### src/rtl/seq_pkg.sv
// rtl/seq_pkg.sv - shared types and constants for the instruction sequencer
//
// Purpose: opcode and state enumerations, fault codes and the bit positions
// of the fields inside a 32-bit instruction word op | dev | reg | data.
// Ports: none (package).

package seq_pkg;

   typedef enum logic [7:0] {
      OP_NOP   = 8'h00,
      OP_READ  = 8'h01,
      OP_WRITE = 8'h02
   } op_e;

   typedef enum logic [2:0] {
      IDLE,
      FETCH,
      WAIT,
      DECODE,
      ISSUE,
      RESP,
      ADVANCE,
      HALT
   } state_e;

   localparam logic [2:0] FAULT_NONE    = 3'd0;
   localparam logic [2:0] FAULT_ILLEGAL = 3'd1;
   localparam logic [2:0] FAULT_NACK    = 3'd2;
   localparam logic [2:0] FAULT_TIMEOUT = 3'd3;

   localparam int OP_HI   = 31;
   localparam int OP_LO   = 24;
   localparam int DEV_HI  = 23;
   localparam int DEV_LO  = 16;
   localparam int REG_HI  = 15;
   localparam int REG_LO  = 8;
   localparam int DATA_HI = 7;
   localparam int DATA_LO = 0;

endpackage

### src/rtl/instr_decode.sv
// rtl/instr_decode.sv - combinational field split and opcode legality check
//
// Purpose: splits an instruction word into its fields and classifies the
// opcode.
// Ports:
//   instr    in  32  instruction word from the register memory
//   dev      out 7   I2C device address (dev[6:0]; dev[7] is ignored)
//   reg_addr out 8   target register
//   data     out 8   write byte
//   is_nop   out 1   opcode is NOP
//   is_read  out 1   opcode is READ
//   legal    out 1   opcode is one of NOP, READ, WRITE

module instr_decode
   import seq_pkg::*;
(
   input  logic [31:0] instr,
   output logic [6:0]  dev,
   output logic [7:0]  reg_addr,
   output logic [7:0]  data,
   output logic        is_nop,
   output logic        is_read,
   output logic        legal
);

   logic [7:0] op;
   logic       is_write;
   // The top bit of the device byte carries no meaning on a 7-bit bus.
   logic       dev_msb_unused;

   assign op             = instr[OP_HI:OP_LO];
   assign dev            = instr[DEV_HI-1:DEV_LO];
   assign dev_msb_unused = instr[DEV_HI];
   assign reg_addr       = instr[REG_HI:REG_LO];
   assign data           = instr[DATA_HI:DATA_LO];

   assign is_nop   = (op == OP_NOP);
   assign is_read  = (op == OP_READ);
   assign is_write = (op == OP_WRITE);
   assign legal    = is_nop | is_read | is_write;

endmodule

### src/rtl/instr_sequencer.sv
// rtl/instr_sequencer.sv - fetches, decodes and executes I2C instruction words
//
// Purpose: walks the register memory from address 0, turning READ/WRITE words
// into I2C master commands and publishing read-back bytes.
// Ports:
//   clk, reset            clock; asynchronous active-high reset
//   start                 pulse; runs the program from address 0 when idle/halted
//   mem_addr/mem_data/mem_err  register memory fetch port (1-cycle latency)
//   cmd_valid/cmd_ready/cmd_rw/cmd_dev/cmd_reg/cmd_wdata  I2C command
//   rsp_valid/rsp_nack/rsp_rdata                          I2C response
//   result_valid/result_reg/result_data                   read-back byte
//   busy, done, fault     status

module instr_sequencer
   import seq_pkg::*;
#(
   parameter int ADDR_W         = 8,
   parameter int LAST_ADDR      = 255,
   parameter int TIMEOUT_CYCLES = 100000
) (
   input  logic              clk,
   input  logic              reset,
   input  logic              start,
   output logic [ADDR_W-1:0] mem_addr,
   input  logic [31:0]       mem_data,
   input  logic [3:0]        mem_err,
   output logic              cmd_valid,
   input  logic              cmd_ready,
   output logic              cmd_rw,
   output logic [6:0]        cmd_dev,
   output logic [7:0]        cmd_reg,
   output logic [7:0]        cmd_wdata,
   input  logic              rsp_valid,
   input  logic              rsp_nack,
   input  logic [7:0]        rsp_rdata,
   output logic              result_valid,
   output logic [7:0]        result_reg,
   output logic [7:0]        result_data,
   output logic              busy,
   output logic              done,
   output logic [2:0]        fault
);

   localparam int CNT_W = (TIMEOUT_CYCLES > 2) ? $clog2(TIMEOUT_CYCLES) : 1;
   localparam logic [CNT_W-1:0]  CNT_LIM  = CNT_W'(TIMEOUT_CYCLES - 1);
   localparam logic [ADDR_W-1:0] PC_LAST  = ADDR_W'(LAST_ADDR);

   state_e            state;
   logic [ADDR_W-1:0] pc;
   logic [CNT_W-1:0]  tcnt;

   logic [6:0] dec_dev;
   logic [7:0] dec_reg;
   logic [7:0] dec_data;
   logic       dec_nop;
   logic       dec_read;
   logic       dec_legal;

   instr_decode u_decode (
      .instr    (mem_data),
      .dev      (dec_dev),
      .reg_addr (dec_reg),
      .data     (dec_data),
      .is_nop   (dec_nop),
      .is_read  (dec_read),
      .legal    (dec_legal)
   );

   // pc is held between fetches, so the memory sees a stable address for the
   // whole FETCH/WAIT/DECODE window.
   assign mem_addr = pc;
   assign busy     = (state != IDLE) && (state != HALT);

   always_ff @(posedge clk or posedge reset) begin
      if (reset) begin
         state        <= IDLE;
         pc           <= '0;
         tcnt         <= '0;
         cmd_valid    <= 1'b0;
         cmd_rw       <= 1'b0;
         cmd_dev      <= '0;
         cmd_reg      <= '0;
         cmd_wdata    <= '0;
         result_valid <= 1'b0;
         result_reg   <= '0;
         result_data  <= '0;
         done         <= 1'b0;
         fault        <= FAULT_NONE;
      end else begin
         result_valid <= 1'b0;
         case (state)
            IDLE, HALT: begin
               if (start) begin
                  done  <= 1'b0;
                  fault <= FAULT_NONE;
                  pc    <= '0;
                  state <= FETCH;
               end
            end

            FETCH: state <= WAIT;

            WAIT: state <= DECODE;

            DECODE: begin
               if (mem_err != 4'd0) begin
                  // Invalid address marks the end of the program.
                  done  <= 1'b1;
                  fault <= FAULT_NONE;
                  state <= HALT;
               end else if (!dec_legal) begin
                  done  <= 1'b0;
                  fault <= FAULT_ILLEGAL;
                  state <= HALT;
               end else if (dec_nop) begin
                  state <= ADVANCE;
               end else begin
                  cmd_valid <= 1'b1;
                  cmd_rw    <= dec_read;
                  cmd_dev   <= dec_dev;
                  cmd_reg   <= dec_reg;
                  cmd_wdata <= dec_data;
                  tcnt      <= '0;
                  state     <= ISSUE;
               end
            end

            ISSUE: begin
               // An accepted command always proceeds to RESP; the counter
               // saturates so the timeout then fires on the first RESP cycle.
               if (cmd_ready) begin
                  cmd_valid <= 1'b0;
                  state     <= RESP;
                  if (tcnt != CNT_LIM) tcnt <= tcnt + 1'b1;
               end else if (tcnt == CNT_LIM) begin
                  cmd_valid <= 1'b0;
                  fault     <= FAULT_TIMEOUT;
                  state     <= HALT;
               end else begin
                  tcnt <= tcnt + 1'b1;
               end
            end

            RESP: begin
               // A response arriving on the last allowed cycle beats the timeout.
               if (rsp_valid) begin
                  if (rsp_nack) begin
                     fault <= FAULT_NACK;
                     state <= HALT;
                  end else begin
                     if (cmd_rw) begin
                        result_valid <= 1'b1;
                        result_reg   <= cmd_reg;
                        result_data  <= rsp_rdata;
                     end
                     state <= ADVANCE;
                  end
               end else if (tcnt == CNT_LIM) begin
                  fault <= FAULT_TIMEOUT;
                  state <= HALT;
               end else begin
                  tcnt <= tcnt + 1'b1;
               end
            end

            ADVANCE: begin
               if (pc == PC_LAST) begin
                  done  <= 1'b1;
                  state <= HALT;
               end else begin
                  pc    <= pc + 1'b1;
                  state <= FETCH;
               end
            end

            default: state <= IDLE;
         endcase
      end
   end

endmodule

### config.mk
export PLATFORM = sky130hd
export DESIGN_NAME = instr_sequencer
export DESIGN_NICKNAME = d
export VERILOG_FILES = /design/src/rtl/seq_pkg.sv /design/src/rtl/instr_decode.sv /design/src/rtl/instr_sequencer.sv
export SDC_FILE = /design/constraint.sdc
export NUM_CORES = 1
export LEC_CHECK = 0
export BUFFER_PORTS_ARGS = -buffer_cell sky130_fd_sc_hd__buf_4
export CAP_MARGIN = 10
export CORE_MARGIN = 1
export CORE_UTILIZATION = 45
export CTS_CLUSTER_DIAMETER = 200
export DETAILED_ROUTE_END_ITERATION = 10
export GPL_TIMING_DRIVEN = 0
export PLACE_DENSITY = 0.75
export SLEW_MARGIN = 40
export SYNTH_ARGS = -nofsm -noshare
export SYNTH_HDL_FRONTEND = slang
export SYNTH_SLANG_ARGS = --single-unit
### constraint.sdc
create_clock -name clk -period 3.65 [get_ports clk]
set_clock_uncertainty 0.05 [all_clocks]
set_input_delay 0.73 -clock clk [delete_from_list [all_inputs] [get_ports clk]]
set_output_delay 0.73 -clock clk [all_outputs]
set_load 0.03 [all_outputs]
# ---- Word-level counts from Yosys, hierarchy flattened
# Cells that the tools add are included.
dict set report totals {
  regBits 74
  in_bits 50
  word_cells 107
}
dict set report op_classes {
  n_addsub 2
  n_eq_ne 25
  muxes 44
  bitwise 5
  n_reduce_logical 18
}
# operator n
set op_table {}
lappend op_table {{$mux 17} 7}
lappend op_table {{$pmux 17 s3} 1}
lappend op_table {{$mux 3} 12}
lappend op_table {{$pmux 3 s7} 1}
lappend op_table {{$add 17x1->17 const B} 1}
lappend op_table {{$eq 17x17->1 const B} 1}
lappend op_table {{$ne 17x17->1 const B} 1}
lappend op_table {{$mux 8} 2}
lappend op_table {{$ne 2x2->1 const B} 8}
lappend op_table {{$pmux 8 s2} 1}
lappend op_table {{$ne 3x3->1 const B} 5}
lappend op_table {{$mux 1} 14}
lappend op_table {{$eq 3x3->1 const B} 4}
lappend op_table {{$pmux 3 s4} 1}
lappend op_table {{$reduce_and 4->1} 3}
lappend op_table {{$reduce_and 5->1} 2}
lappend op_table {{$reduce_bool 3->1} 3}
lappend op_table {{$add 8x1->8 const B} 1}
lappend op_table {{$eq 8x1->1 const B} 1}
lappend op_table {{$eq 8x2->1 const B} 1}
lappend op_table {{$eq 8x8->1 const B} 1}
lappend op_table {{$logic_not 8->1} 1}
lappend op_table {{$reduce_bool 4->1} 2}
lappend op_table {{$eq 3x2->1 const B} 2}
lappend op_table {{12 further kinds} 18}

# ---- Longest topological paths before layout
dict set report depth {
  word_depth 6
  depth_mapped 7
}

# ---- Modules after synthesis
# Synthesis repeated with hierarchy kept, for this count alone.
dict set report unflattened {
  hier_cells 354
  area_unflattened_um2 3788.6
}
# module n_inst cells_per_inst area_per_inst_um2
set modules_own_cells {}
lappend modules_own_cells {instr_sequencer 1 326 3569.7}
lappend modules_own_cells {instr_decode 1 28 219.0}

# ---- Worst setup path before layout
# OpenSTA, ideal clock, no wires.
dict set report synth_path {
  path_type {input-to-reg}
  from {in mem_err[1]}
  to {reg cmd_dev[0]}
  t_arrival_ns 2.006
  required_time_ns 3.475
  path_slack_ns 1.470
  cell_stages 5
  path_buffers 1
  cell_sequence {nor4_4 -> nand3_1 -> nor2_4 -> buf_4 -> mux2_2}
}
dict set report synth_between {
  elab_chain_cells 3
}
# item line
set synth_rtl {}
lappend synth_rtl {{start: declaration} instr_sequencer.sv:26} ;# input logic [3:0] mem_err,
lappend synth_rtl {{$reduce_bool 4->1} instr_sequencer.sv:106} ;# if (mem_err != 4'd0) begin
lappend synth_rtl {{$not 1->1 (no line)} n/a}
lappend synth_rtl {{$reduce_and 4->1 (no line)} n/a}
lappend synth_rtl {{end signal: assignment} instr_sequencer.sv:120} ;# cmd_dev <= dec_dev;
lappend synth_rtl {{end: declaration} instr_sequencer.sv:30} ;# output logic [6:0] cmd_dev,
# No other way between the ends.
# A chain may end at the register's enable or synchronous reset.

# ---- Final worst setup path
dict set report layout_path {
  from {reg state[1]}
  to {out busy}
}
dict set report layout_between {
  elab_chain_cells 2
  elab_cells_between_ends 3
}
# item line
set layout_rtl {}
lappend layout_rtl {{start: declaration} instr_sequencer.sv:48} ;# state_e state;
lappend layout_rtl {{start signal: assignment} instr_sequencer.sv:76} ;# state <= IDLE;
lappend layout_rtl {{start signal: assignment} instr_sequencer.sv:97} ;# state <= FETCH;
lappend layout_rtl {{start signal: assignment} instr_sequencer.sv:101} ;# FETCH: state <= WAIT;
lappend layout_rtl {{$ne 3x3->1 / $reduce_bool 3->1 (equally long branches)} instr_sequencer.sv:72} ;# assign busy = (state != IDLE) && (state != HALT);
lappend layout_rtl {{$logic_and 1x1->1 *} instr_sequencer.sv:72}
lappend layout_rtl {{end: declaration} instr_sequencer.sv:39} ;# output logic busy,
# Every way passes the cells marked *; elsewhere a longest branch is shown, timed or not.

==> impl_metrics.toml <==
[detailed_routing]
wl_per_cell_um = 16.40
via_per_inst = 5.666
wirelength_um = 9233
vias = 3190
first_pass_iters = 5
drc = 0
final_antenna_net_count = 0
first_iter_violations = 145

[clock_network]
insertion_delay_ps = 350
clock_sinks = 74
cts_setup_buffers = 0
cts_max_path_buffers = 2
cts.clk_slew.worst_paths_ps = 80
root_buffer = "clkbuf_8"
htreeDepth = 3
cts_tree = "done"
ctsHoldBuffers = 0
cts_buffers = 9
cts_resized = 0

[final_layout]
layout-drive-gt1-share = 0.3818
diodes = 0
largest_reg_flops = 17
area_delta_synth_final_pct = 32.26
fillers = 669
multi_input_area_sq_mm = 0.001675
final_nets = 508
register_area_sq_mm = 0.001852
regMostFlops = "tcnt"

[status]
status = "finished clean"

[yosys]
synth_cell_type_count = 53
synthCells = 341
seq_area_frac_synth = 0.5084
synth.area.top_cells = "dfrtp_1 (51%), mux2_2 (12%), o21ai_0 (3.3%)"
yosys_register_bits = 74
synth_top_area_cell = "dfrtp_1"
syn_avg_cell_area_sq_um = 10.68
synth_edf_count = 0
yosys.area.top_type_share = 0.5084
synth_area_sq_mm = 0.003642
synth_flop_cell = "dfrtp_1"
ys_warn_count = 0
synth_nets = 393
synthArstFlopShare = 1.000

[timing]
slew_violations = 0
rsz0062_at_grt = "no"
hold_violations = 0
fin_crit_ps = 2348
worst_pin_slew_ps = 732.3
period_share = 0.6434
setup_viol = 0
slew_headroom = 0.5092
fin_ws_ps = 1302
clock.fmax_ghz = 0.4259
timing.setup.tns_ps = 0

[critical_path]
crit_arrival_ps = 1570
critPathRequiredTime_ps = 2870
startpoint_type = "flop"
reg2reg_depth = 5
cp_max_fo = 10
critical_path_class = "flop to output pin"
endpoint_kind = "output pin"

[floorplan]
initial_utilization = 0.4689
core_sq_mm = 0.007767
die_y_um = 91.97
die_x_um = 91.97
ioPinCount = 105
die_area_sq_mm = 0.008458
row_count = 32

[grt]
grt_pass1_vias = 3143
grt_max_degree = 62
grt_overflow = 0
grt_pass1_wl_um = 14900
grt_usage = 0.2254
antenna_found_initial = 0

[power]
power.density_mw_per_mm2 = 535.3
ir_drop_mv = 0.2811
leakagePower_nw = 2.329

[placed_design]
portBuffers = 103
dpl_worst_slack_ps = 1052
hpwl_um = 6655
routabilityCongestion = 0.8799

[job]
cap_viol_max_count = 0

[hold_path]
holdCritPathClass = "primary input to async pin"
## cell usage after synthesis, types with 3 or more instances
cell type	number
dfrtp_1	74
mux2_2	40
nor2_1	31
o21ai_0	24
nand2_1	21
nand3_1	17
a21oi_1	15
inv_1	10
clkbuf_1	9
nand4_1	9
a31oi_1	7
and3_1	6
nor3_1	6
buf_2	5
xnor2_1	4
and3b_1	3
nand2b_1	3
nor2b_1	3
nor4bb_1	3
o41ai_1	3
xor2_1	3
## stage by stage
stage / cells / utilization / instance area (sq um) / power [mW] / hold WS, ps
CTS: 563 / 0.6202 / 4817 / 2.589 / 221.6
finish: 563 / 0.6202 / 4817 / 2.579 / 234.9
detailed placement: 547 / 0.5891 / 4576 / 1.806 / 431.5
global route: 563 / 0.6202 / 4817 / 2.715 / 233.1
floorplan: 341 / - / 3642 / 1.544 / 426.8
global placement: 546 / 0.5849 / 4543 / 1.774 / 425.3
## final cells by class
class | instances | area share
flip-flops and latches | 74 | 0.3844
multi-input cells | 240 | 0.3478
repair buffers | 104 | 0.1662
clock buffers | 10 | 0.02649
well taps | 102 | 0.02649
clock inverters | 6 | 0.02364
plain buffers | 17 | 0.01610
inverters | 10 | 0.008831
## final timing paths
kind / start / to / slack [ps]
max: state[1]$_DFFE_PP0P_ / busy / 1300
min: reset / cmd_reg[4]$_DFFE_PP0P_ / 230
max reg2reg: state[0]$_DFFE_PP0P_ / result_reg[2]$_DFFE_PP0P_ / 1450
min reg2reg: fault[2]$_DFFE_PP0P_ / fault[2]$_DFFE_PP0P_ / 450
max in group asynchronous: reset / cmd_reg[5]$_DFFE_PP0P_ / 2800
min in group clk: fault[2]$_DFFE_PP0P_ / fault[2]$_DFFE_PP0P_ / 450
## power by group
group	switching, mW	internal [mW]
Clock	0.323	0.457
Sequential	0.0740	0.896
Combinational	0.514	0.315
Total	0.910	1.67
## critical path, cell delays in order (launching register included)
cell	delay, ps
dfrtp_1	390
clkbuf_1	230
and3_1	250
nor2_1	170
buf_4	190
## cell families after synthesis
family / share of synthesized area
simple gates: 0.1790
flops: 0.5084
compound gates: 0.1309
mux: 0.1264
buf+inv: 0.03160
xor+xnor: 0.01683
fa+ha+maj: 0.006869
## layer usage
| metal | vias to the layer above | global-route usage | wire length (um) |
|---|---|---|---|
| met3 | 15 | 0.05887 | 649 |
| met1 | 1566 | 0.2846 | 3909 |
| met2 | 118 | 0.3626 | 4516 |
| li1 | 1491 | - | - |
| met4 | 0 | 0.1029 | 159 |
| met5 | - | 0 | 0 |
## cells in the final DEF, fill, tap and decap left out, types with 7 or more instances in the layout
| master | Yosys | layout |
|---|---|---|
| nand2_1 | 21 | 21 |
| a21oi_1 | 15 | 15 |
| clkbuf_8 | 0 | 9 |
| clkbuf_1 | 9 | 10 |
| nand3_1 | 17 | 17 |
| mux2_2 | 40 | 40 |
| dfrtp_1 | 74 | 74 |
| inv_1 | 10 | 9 |
| buf_4 | 2 | 105 |
| a31oi_1 | 7 | 7 |
| o21ai_0 | 24 | 24 |
| nand4_1 | 9 | 9 |
| nor2_1 | 31 | 31 |
(Power assumes the default switching activity.)
